<file path="config.mk">
export PLATFORM = sky130hd
export DESIGN_NAME = timebase_gen_flat
export DESIGN_NICKNAME = d
export VERILOG_FILES = /design/src/rtl/timebase_gen_pkg.sv /design/src/rtl/timebase_gen_if.sv /design/src/rtl/timebase_gen_mod_cnt.sv /design/src/rtl/timebase_gen.sv /design/src/flat_wrapper.sv
export SDC_FILE = /design/constraint.sdc
export NUM_CORES = 1
export LEC_CHECK = 0
export BUFFER_PORTS_ARGS = -buffer_cell sky130_fd_sc_hd__buf_2
export CORE_AREA = 3 3 57 59
export CTS_CLUSTER_DIAMETER = 150
export DETAILED_ROUTE_END_ITERATION = 8
export DIE_AREA = 0 0 60 62
export PLACE_DENSITY = 0.73
export REMOVE_ABC_BUFFERS = 1
export SLEW_MARGIN = 5
export SYNTH_ARGS = -nofsm -noshare
export SYNTH_HDL_FRONTEND = slang
export SYNTH_SLANG_ARGS = --single-unit
export TNS_END_PERCENT = 100
</file>
<file path="constraint.sdc">
create_clock -name sys_clk -period 4.4 [get_ports sys_clk]
set_input_delay 0.44 -clock sys_clk [delete_from_list [all_inputs] [get_ports sys_clk]]
set_output_delay 0.44 -clock sys_clk [all_outputs]
set_load 0.02 [all_outputs]
</file>
<file path="src/rtl/timebase_gen_pkg.sv">
// Shared constants and width helpers for the timebase generator.
// The divider chain and its interface both derive counter widths from here.
package timebase_pkg;

    localparam int CLK_FREQ_DEF  = 50_000_000;
    localparam int US_PER_MS_DEF = 1000;
    localparam int MS_PER_S_DEF  = 1000;

    function automatic int clks_per_us(input int clk_freq_hz);
        return clk_freq_hz / 1_000_000;
    endfunction

    // A modulo-1 counter would need zero bits; keep at least one.
    function automatic int cnt_w(input int n);
        return (n > 1) ? $clog2(n) : 1;
    endfunction

endpackage

</file>
<file path="src/rtl/timebase_gen_if.sv">
// Control inputs and tick/count outputs of the timebase generator.
// master = the generator, slave = a consumer such as the PWM stage.
interface timebase_gen_if
    import timebase_pkg::*;
#(
    parameter int US_PER_MS = US_PER_MS_DEF,
    parameter int MS_PER_S  = MS_PER_S_DEF
) ();

    localparam int US_W = cnt_w(US_PER_MS);
    localparam int MS_W = cnt_w(MS_PER_S);

    logic            run;
    logic            sync_clr;
    logic            tick_1us;
    logic            tick_1ms;
    logic            tick_1s;
    logic [US_W-1:0] cnt_us;
    logic [MS_W-1:0] cnt_ms;
    logic            phase_1s;

    modport master (
        input  run, sync_clr,
        output tick_1us, tick_1ms, tick_1s, cnt_us, cnt_ms, phase_1s
    );

    modport slave (
        output run, sync_clr,
        input  tick_1us, tick_1ms, tick_1s, cnt_us, cnt_ms, phase_1s
    );

endinterface

</file>
<file path="src/rtl/timebase_gen_mod_cnt.sv">
// Modulo-N counter with synchronous clear; wrap flags the increment that
// takes the count from N-1 back to 0, so stages can be cascaded on it.
module tb_mod_cnt
    import timebase_pkg::*;
#(
    parameter int N = 2,
    parameter int W = cnt_w(N)
) (
    input  logic         sys_clk,
    input  logic         sys_rst_n,
    input  logic         clr,
    input  logic         inc,
    output logic [W-1:0] cnt,
    output logic         wrap
);

    assign wrap = inc && (cnt == W'(N - 1));

    always_ff @(posedge sys_clk) begin
        if (!sys_rst_n) begin
            cnt <= '0;
        end else if (clr || wrap) begin
            cnt <= '0;
        end else if (inc) begin
            cnt <= cnt + 1'b1;
        end
    end

endmodule

</file>
<file path="src/rtl/timebase_gen.sv">
// 1 us / 1 ms / 1 s enable-tick generator on sys_clk: a cascade of three
// modulo counters whose wrap strobes are registered into the tick outputs.
module timebase_gen
    import timebase_pkg::*;
#(
    parameter int CLK_FREQ_HZ = CLK_FREQ_DEF,
    parameter int US_PER_MS   = US_PER_MS_DEF,
    parameter int MS_PER_S    = MS_PER_S_DEF
) (
    input  logic           sys_clk,
    input  logic           sys_rst_n,
    timebase_gen_if.master bus
);

    localparam int CLKS_PER_US = clks_per_us(CLK_FREQ_HZ);
    localparam int PRE_W       = cnt_w(CLKS_PER_US);
    localparam int US_W        = cnt_w(US_PER_MS);
    localparam int MS_W        = cnt_w(MS_PER_S);

    if ((CLK_FREQ_HZ % 1_000_000) != 0 || CLK_FREQ_HZ < 2_000_000) begin : g_bad_clk
        $error("timebase_gen: CLK_FREQ_HZ=%0d must be a multiple of 1e6 and >= 2e6", CLK_FREQ_HZ);
    end
    if (US_PER_MS < 2) begin : g_bad_us
        $error("timebase_gen: US_PER_MS=%0d must be >= 2", US_PER_MS);
    end
    if (MS_PER_S < 2) begin : g_bad_ms
        $error("timebase_gen: MS_PER_S=%0d must be >= 2", MS_PER_S);
    end

    logic [PRE_W-1:0] pre_cnt;
    logic [US_W-1:0]  us_cnt;
    logic [MS_W-1:0]  ms_cnt;
    logic             pre_wrap, us_wrap, ms_wrap;
    logic             tick_us_q, tick_ms_q, tick_s_q, phase_q;

    tb_mod_cnt #(.N(CLKS_PER_US)) u_pre (
        .sys_clk, .sys_rst_n,
        .clr(bus.sync_clr), .inc(bus.run),
        .cnt(pre_cnt), .wrap(pre_wrap)
    );

    tb_mod_cnt #(.N(US_PER_MS)) u_us (
        .sys_clk, .sys_rst_n,
        .clr(bus.sync_clr), .inc(pre_wrap),
        .cnt(us_cnt), .wrap(us_wrap)
    );

    tb_mod_cnt #(.N(MS_PER_S)) u_ms (
        .sys_clk, .sys_rst_n,
        .clr(bus.sync_clr), .inc(us_wrap),
        .cnt(ms_cnt), .wrap(ms_wrap)
    );

    // Wrap strobes are still raised while sync_clr is high, so gate them here.
    always_ff @(posedge sys_clk) begin
        if (!sys_rst_n) begin
            tick_us_q <= 1'b0;
            tick_ms_q <= 1'b0;
            tick_s_q  <= 1'b0;
            phase_q   <= 1'b0;
        end else if (bus.sync_clr) begin
            tick_us_q <= 1'b0;
            tick_ms_q <= 1'b0;
            tick_s_q  <= 1'b0;
        end else begin
            tick_us_q <= pre_wrap;
            tick_ms_q <= us_wrap;
            tick_s_q  <= ms_wrap;
            if (ms_wrap) phase_q <= ~phase_q;
        end
    end

    always_ff @(posedge sys_clk) begin
        if (sys_rst_n) assert (int'(pre_cnt) < CLKS_PER_US);
    end

    assign bus.tick_1us = tick_us_q;
    assign bus.tick_1ms = tick_ms_q;
    assign bus.tick_1s  = tick_s_q;
    assign bus.cnt_us   = us_cnt;
    assign bus.cnt_ms   = ms_cnt;
    assign bus.phase_1s = phase_q;

endmodule

</file>
<file path="src/flat_wrapper.sv">
// flat-port wrapper written by rule: the top's interface ports become plain ports
module timebase_gen_flat import timebase_pkg::*;
#(
    parameter int CLK_FREQ_HZ = CLK_FREQ_DEF,
    parameter int US_PER_MS   = US_PER_MS_DEF,
    parameter int MS_PER_S    = MS_PER_S_DEF
)
  (sys_clk, sys_rst_n, bus_run, bus_sync_clr, bus_tick_1us, bus_tick_1ms, bus_tick_1s, bus_cnt_us, bus_cnt_ms, bus_phase_1s);
  timebase_gen_if #(.US_PER_MS(US_PER_MS), .MS_PER_S(MS_PER_S)) bus_i ();
  input  logic sys_clk;
  input  logic sys_rst_n;
  input wire logic [$bits(bus_i.run)-1:0] bus_run;
  input wire logic [$bits(bus_i.sync_clr)-1:0] bus_sync_clr;
  output wire logic [$bits(bus_i.tick_1us)-1:0] bus_tick_1us;
  output wire logic [$bits(bus_i.tick_1ms)-1:0] bus_tick_1ms;
  output wire logic [$bits(bus_i.tick_1s)-1:0] bus_tick_1s;
  output wire logic [$bits(bus_i.cnt_us)-1:0] bus_cnt_us;
  output wire logic [$bits(bus_i.cnt_ms)-1:0] bus_cnt_ms;
  output wire logic [$bits(bus_i.phase_1s)-1:0] bus_phase_1s;
  assign bus_i.run = bus_run;
  assign bus_i.sync_clr = bus_sync_clr;
  assign bus_tick_1us = bus_i.tick_1us;
  assign bus_tick_1ms = bus_i.tick_1ms;
  assign bus_tick_1s = bus_i.tick_1s;
  assign bus_cnt_us = bus_i.cnt_us;
  assign bus_cnt_ms = bus_i.cnt_ms;
  assign bus_phase_1s = bus_i.phase_1s;
  timebase_gen #(.CLK_FREQ_HZ(CLK_FREQ_HZ), .US_PER_MS(US_PER_MS), .MS_PER_S(MS_PER_S)) u_core (.sys_clk(sys_clk), .sys_rst_n(sys_rst_n), .bus(bus_i));
endmodule
</file>
==> results of run 1 <==
[metal layers]
metal	part of all wire, %	vias up
li1	-	600
met2	48	35
met1	44	557
met3	6.3	5
met4	1.4	0
met5	0	-
[where the power goes]
group	switching, mW	leakage [nW]	total, mW	internal [mW]
registers	0.00107	0.242	0.273	0.272
logic	0.00775	0.359	0.0114	0.00365
clock network	0.0892	0.0446	0.198	0.109
[through the flow]
stage,hold slack (ps),utilization (%)
2_1_floorplan,484.1,-
3_3_place_gp,474.0,56.31
3_5_place_dp,482.7,56.31
4_1_cts,378.2,59.17
5_1_grt,381.1,59.17
6_report,390.3,59.17
[state kept, by name, indices dropped and copies added (netlist names)]
signal	flops
u_core.u_ms.cnt	10
u_core.bus.tick_1ms	1
u_core.bus.tick_1s	1
u_core.u_us.cnt	10
u_core.bus.tick_1us	1
u_core.u_pre.cnt	6
u_core.bus.phase_1s	1
[worst paths after layout]
kind | start | to | slack (ps) | depth (start not counted)
min reg2reg | u_core.u_ms.cnt[1] | u_core.u_ms.cnt[1] | 490 | 2
max | u_core.u_us.cnt[0] | u_core.bus.phase_1s | 2350 | 6
min | sys_rst_n | u_core.bus.phase_1s | 390 | 2
max reg2reg | u_core.u_us.cnt[0] | u_core.bus.phase_1s | 2350 | 6
[cells in the mapped netlist, drive strengths merged]
cell | count | area share (%)
nor3 | 2 | 0.72
nand2b | 1 | 0.45
nand3 | 6 | 2.5
a21boi | 1 | 0.54
or4 | 1 | 0.81
a21oi | 5 | 1.8
nand4bb | 2 | 2.8
or2 | 1 | 0.63
and2 | 4 | 1.8
nand4b | 2 | 1.3
o21ai | 4 | 1.4
dfxtp | 30 | 43
clkbuf | 2 | 0.63
nor4bb | 1 | 0.72
buf | 1 | 0.54
nand2 | 17 | 4.8
xor2 | 15 | 9.4
a211oi | 1 | 0.54
nand3b | 2 | 1.1
ha | 4 | 3.6
or3 | 1 | 0.45
and3 | 4 | 2.0
nor2b | 1 | 0.45
nor2 | 29 | 7.8
nand4 | 11 | 4.9
nor4 | 2 | 2.0
xnor2 | 5 | 3.1
inv | 1 | 0.27
[worst reg2reg max path, cell delays in order, from the launching register on]
cell and delay (ps):
dfxtp_1 400, ha_1 290, nand3b_1 180, nor4_4 490, nand3_2 160, or3_1 330, a21boi_1 150
[final cells by class]
class                      count  area [sq um]  area share [%]
timing repair buffer          27         135.1           8.282
inverter                       1         3.754          0.2301
clock buffer                   8         78.83           4.831
sequential                    30         600.6           36.81
multi-input combinational    122         774.5           47.47
tap                           31         38.79           2.377
[cell usage in the layout (no fill, tap or decap), types with 2 or more instances in the layout]
cell      Yosys  final
ha_1          4      4
nand3b_1      2      2
xor2_1       15     15
and2_1        4      4
nand3_1       5      5
nor2_1       29     29
o21ai_0       4      4
buf_2         0     27
nand2_1      16     16
a21oi_1       5      5
nand4b_1      2      2
and3_2        2      2
and3_1        2      2
xnor2_1       5      5
nand4_1      11     11
dfxtp_1      30     30
nor3_1        2      2
clkbuf_4      0      5
clkbuf_8      0      3
[cell families (layout without fill, tap and decap cells)]
group / count (synthesis) / count (layout) / share of synthesized area [%]
adders and majority gates: 4 / 4 / 3.588
and+or+nand+nor: 87 / 87 / 35.07
buffers and inverters: 4 / 36 / 1.434
xor gates and xnor gates: 20 / 20 / 12.56
DFF: 30 / 30 / 43.05
AOI/OAI and AO/OA: 11 / 11 / 4.305
==> summary.txt, run 1 <==
Route
  – Vias: 1,197
  – Initial DRC count: 42
  – Avg WL per Cell: ~13 um
  – Drt pass-1 iters: 4
  – Total wire length: ~2800 um
  – DRT antenna net count: 0
  – Via density: 5.466
  – DRC viols: 0

Placed design
  – Post-DP Area: 1553 sq um
  – Setup slack at placement: around 2400 ps
  – DP Wirelength: roughly 2100 um
  – IO Port Bufs: 27
  – Placed cell count: roughly 210
  – Final RePlAce weighted congestion: 0.8673

Power and ir drop
  – Leak Pwr: around 0.65 nW
  – PwrDens: just under 300 nW/um^2
  – VDD IR max: 0.2594 mV
  – Design Power: between 0.4 and 0.5 mW

Worst setup path
  – Crit path max-delay family: simple AND/OR/NAND/NOR gates
  – Worst path bufs/invs: 0
  – CP endpoint kind: register
  – Slowest-stage cell, CP: nor4_4
  – CP cell instances: ha_1, nand3b_1, nor4_4, nand3_2, or3_1, a21boi_1
  – Critical Path Fanout Max: 7
  – Critical Path Start Type: register
  – Critical Path RT: around 4700 ps
  – Critical path type: register to register
  – CP peak stage delay: about 490 ps
  – CP arrival: 2300 ps

Outcome
  – Status: complete, no violations

Global routing
  – Tot GR Track Use: about 16%
  – Largest net degree at the start of global routing: 10
  – Met1 Usage GRT: about 19%
  – Vias in the first global route: roughly 1,000
  – Met2 GRT Util: between 20% and 30%
  – GR Util met3: 5.579%
  – Initial antenna violation count: 0
  – First-pass GRT wire length: 4505 um
  – GR peak layer: met2
  – Grt ovf: 0

Clocking
  – Post-CTS Setup Bufs: 0
  – CTS max path bufs: 2
  – CTS Hold Bufs: 0
  – Gates resized, CTS repair: 0
  – H-tree levels: 2
  – CTS tree: done
  – TritonCTS buffer count: 5
  – CTS Sinks: 30
  – Worst-skew pair later-pin latency: between 300 and 400 ps
  – Clk root buf: clkbuf_4
  – Clk slew on worst S/H paths: approximately 90 ps

Timing
  – Fmax: a little under 0.5 GHz
  – Finish-stage setup viols: 0
  – Fin Clk Skew: 10.58 ps
  – Setup TNS: 0 ps
  – Fin worst setup slack: 2351 ps
  – Minimum clock period: slightly above 2000 ps
  – Relative slew slack: between 50% and 60%
  – Slew @ Worst Pin: about 640 ps
  – Hold Fails Final Rpt: 0
  – RSZ-0062 raised after global routing: false
  – Max-slew violations: 0
  – Period utilization: 46.57%

Yosys
  – Mapped Cells: between 150 and 200
  – Sequential share of the synthesized area: a little over two fifths
  – FF+latch count, synth: 30
  – Synth Area per Inst: 8.943 sq um
  – Netlist Area Pre-Place: 1395 sq um
  – Distinct cells, synth: 34
  – Synth warnings: 0

Layout
  – Nets: 195
  – Design area: roughly 1600 sq um
  – Fill cells: 252
  – Layout cell share with drive strength beyond 1: 22.87%
  – Area Growth Syn to Fin: 16.95%
  – N_diodes: 0
  – Final non-filler cell total: 219

Floorplanning
  – Die area: 3720 sq um
  – Area of the core: roughly 2800 sq um
  – Initial Util: 50.59%
  – Die Ht: slightly above 60 um
  – Die W: around 60 um
  – Top Ports: 28
  – # rows: 19

Min path
  – Hold WC Path Type: primary input to register

Run
  – Max-cap violations: 0
Power figures use the tool's default switching activity.
==> inputs of run 2 (changes only) <==
--- a/config.mk
+++ b/config.mk
@@ -5,12 +5,13 @@
 export SDC_FILE = /design/constraint.sdc
 export NUM_CORES = 1
 export LEC_CHECK = 0
+export ABC_AREA = 1
 export BUFFER_PORTS_ARGS = -buffer_cell sky130_fd_sc_hd__buf_2
-export CORE_AREA = 3 3 57 59
+export CORE_AREA = 3 3 62 64
 export CTS_CLUSTER_DIAMETER = 150
 export DETAILED_ROUTE_END_ITERATION = 8
-export DIE_AREA = 0 0 60 62
-export PLACE_DENSITY = 0.73
+export DIE_AREA = 0 0 65 67
+export PLACE_DENSITY = 0.71
 export REMOVE_ABC_BUFFERS = 1
 export SLEW_MARGIN = 5
 export SYNTH_ARGS = -nofsm -noshare
==> constraint.sdc (replaced) <==
create_clock -name sys_clk -period 1.95 [get_ports sys_clk]
set_input_delay 0.195 -clock sys_clk [delete_from_list [all_inputs] [get_ports sys_clk]]
set_output_delay 0.195 -clock sys_clk [all_outputs]
set_load 0.02 [all_outputs]
==> summary.txt, run 2 <==
Yosys
  – Post-synth top flop: dfxtp_1
  – EDFF count, synth: 0
  – Distinct cells, synth: 23
  – Ranking of synthesized cells by area: dfxtp_1 (36%), nand2_1 (20%), inv_1 (8.4%)
  – Post-synthesis simple-gate area fraction: about two fifths
  – Synth Area per Inst: 6.511 sq um
  – Compound-gate portion of the synthesized area: around 6%
  – Sequential share of the synthesized area: 36.17%
  – Top-count cell post-synth: nand2_1
  – Synth area leader: dfxtp_1
  – Async set-or-reset flop fraction in the synthesized netlist: 0%
  – Mapped Cells: around 260
  – Synth warnings: 0
  – FF+latch count, synth: 30
  – Share of the synthesized area in the top cell type: 36.17%
  – Post-Synth Adder-Cell Area: under 10%
  – Synth Area in XOR/XNOR: between 4 and 5%
  – Largest family of logic cells by synthesized area: simple AND/OR/NAND/NOR gates
  – Netlist Area Pre-Place: 1660 sq um
  – Mux cell area share after synthesis: less than 1%
  – Commonest cells post-synth: nand2_1 (90), inv_1 (37), dfxtp_1 (30), nor2_1 (28), a21oi_1 (14)

Route
  – DRT antenna net count: 0
  – Total wire length: about 3500 um
  – DRC viols: 0
  – Initial DRC count: roughly 100
  – Vias: 1,597
  – Drt pass-1 iters: 4
  – Avg WL per Cell: 10.48 um
  – Via density: around 4.8

Layout
  – Most frequent cells in the layout: nand2_1 (90), inv_1 (37), dfxtp_1 (30)
  – N_diodes: 0
  – Fill cells: about 350
  – Nets: a little under 300
  – Final core occ: a little under three fifths
  – Biggest regs: u_core.u_ms.cnt x10, u_core.u_us.cnt x10, u_core.u_pre.cnt x6
  – Multi-input gate area: 905.9 sq um
  – Register area: roughly 600 sq um
  – Layout cell share with drive strength beyond 1: approximately 15%
  – Area Growth Syn to Fin: 14.92%
  – Most common cell after layout, fill and taps aside: nand2_1

Clocking
  – H-tree levels: 2
  – Worst-skew pair later-pin latency: 330 ps
  – Clk slew on worst S/H paths: roughly 80 ps
  – Clk root buf: clkbuf_4
  – CTS tree: done
  – TritonCTS buffer count: 5
  – Gates resized, CTS repair: 0
  – CTS Sinks: 30
  – Post-CTS Setup Bufs: 0
  – CTS max path bufs: 2
  – CTS Hold Bufs: 0

Global routing
  – Vias in the first global route: ~1,500
  – Initial antenna violation count: 0
  – First-pass GRT wire length: roughly 6400 um
  – Tot GR Track Use: a little under a fifth
  – Largest net degree at the start of global routing: 12
  – Grt ovf: 0

Timing
  – Max-slew violations: 0
  – Period utilization: ~85%
  – Hold Fails Final Rpt: 0
  – RSZ-0062 raised after global routing: false
  – Slew @ Worst Pin: approximately 460 ps
  – Minimum clock period: 1651 ps
  – Fmax: ~0.6 GHz
  – Relative slew slack: between 60% and 70%
  – Fin Clk Skew: roughly 12 ps
  – Finish-stage setup viols: 0
  – Setup TNS: 0 ps

Worst setup path
  – CP arrival: about 1900 ps
  – CP peak stage delay: 320 ps
  – Critical Path Fanout Max: 7
  – Critical Path RT: 2180 ps
  – Crit-path most repeated cell: inv_1
  – FF-to-FF path depth: 9
  – Crit Reg-Reg Endpoint: u_core.u_ms.cnt[4]
  – Critical path type: register to register
  – Crit. Startpoint: u_core.u_pre.cnt[1]
  – RR Startpoint: u_core.u_pre.cnt[1]
  – Crit path max-delay family: simple AND/OR/NAND/NOR gates
  – Reg2Reg Setup Slack: 300 ps
  – CP cell instances: inv_1, ha_1, inv_1, nor2_1, nand3_1, nor2_4, a21oi_1, nand2_1, inv_1
  – Slowest-stage cell, CP: dfxtp_1
  – Worst path bufs/invs: 3
  – Critical Path Start Type: register
  – CP endpoint kind: register
  – WP depth: 9

Placed design
  – IO Port Bufs: 27
  – DP Wirelength: about 2600 um
  – Final RePlAce weighted congestion: a little over 0.8

Outcome
  – Status: complete, no violations

Min path
  – Worst Hold End: u_core.bus.phase_1s
  – HP Start: sys_rst_n
  – Hold WC Path Type: primary input to register
  – Hold Crit Depth: 5

Power and ir drop
  – Clk network pwr share: between 30% and 40%
  – Combinational share of power: between 2 and 3%
  – PwrDens: between 500 and 600 nW/um^2
  – Net switching power: between 0.2 and 0.25 mW
  – Flop pwr share: approximately three fifths
  – Leak Pwr: slightly above 0.9 nW
  – Pint: 0.7827 mW
  – Switch share: between 20% and 30%
  – VDD IR max: 0.3401 mV

Floorplanning
  – Area of the core: around 3300 sq um
  – Top Ports: 28
  – Die W: approximately 65 um
  – Die Ht: approximately 67 um
  – Die area: 4355 sq um
  – # rows: 21
  – Initial Util: between 40% and 50%

Run
  – Max-cap violations: 0
-- run 2: cell types whose count changed in the layout (fill, tap and decap cells not counted), sizes merged, moves of 6 or more --
cell / change
nand4: -6
a21oi: +9
nand2: +75
inv: +37
nand3: +7
xor2: -8
-- run 2: tightest hold or removal path, delay by kind of cell --
kind	cells	cell delay, ps
buffers and inverters	2	120
and+or+nand+nor	3	130
-- run 2: kinds of logic after synthesis --
| group | count (synthesis) |
|---|---|
| xor+xnor | 8 |
| buf+inv | 40 |
| fa+ha+maj | 4 |
| compound gates | 19 |
| simple gates | 153 |
| mux | 1 |
| flops | 30 |
-- run 2: power groups by stage --
stage | sequential [mW] | clock (mW) | combinational, mW
2_1_floorplan | 0.629 | 0 | 0.0153
3_3_place_gp | 0.629 | 0 | 0.0252
3_5_place_dp | 0.629 | 0 | 0.0260
4_1_cts | 0.615 | 0.377 | 0.0260
5_1_grt | 0.615 | 0.399 | 0.0291
6_report | 0.615 | 0.366 | 0.0254
-- run 2: layout make-up --
cell class,instances,area share (%)
Timing Repair Buffer,29,7.869
Multi-Input combinational cell,185,47.48
Clock buffer,6,2.689
Sequential cell,30,31.48
Tap cell,46,3.016
Inverter,38,7.475
-- run 2: worst max path at each step --
stage | endpoint
after floorplan | u_core.u_ms.cnt[3]
after global placement | u_core.u_ms.cnt[3]
after detailed placement | u_core.u_ms.cnt[4]
after CTS | u_core.u_ms.cnt[4]
after global routing | u_core.u_ms.cnt[4]
final | u_core.u_ms.cnt[4]
-- run 2: per-layer routing --
metal	global-route usage, %	up-vias	share of wire, %
met5	0	-	0
met4	6.332	0	1.3
met3	5.059	7	4.7
met2	30.01	28	46
met1	23.88	711	48
li1	-	851	-
-- run 2: stage by stage --
step | worst slack [ps] | total power, mW | hold WS, ps | area [sq um] | std cells
4_1_cts | 288.9 | 1.018 | 153.3 | 1908 | 334
3_5_place_dp | 303.3 | 0.6551 | 481.5 | 1857 | 328
6_report | 298.7 | 1.006 | 156.8 | 1908 | 334
3_3_place_gp | 331.1 | 0.6542 | 476.7 | 1857 | 328
2_1_floorplan | 418.4 | 0.6441 | 364.5 | 1649 | 253
5_1_grt | 96.66 | 1.043 | 178.9 | 1908 | 334
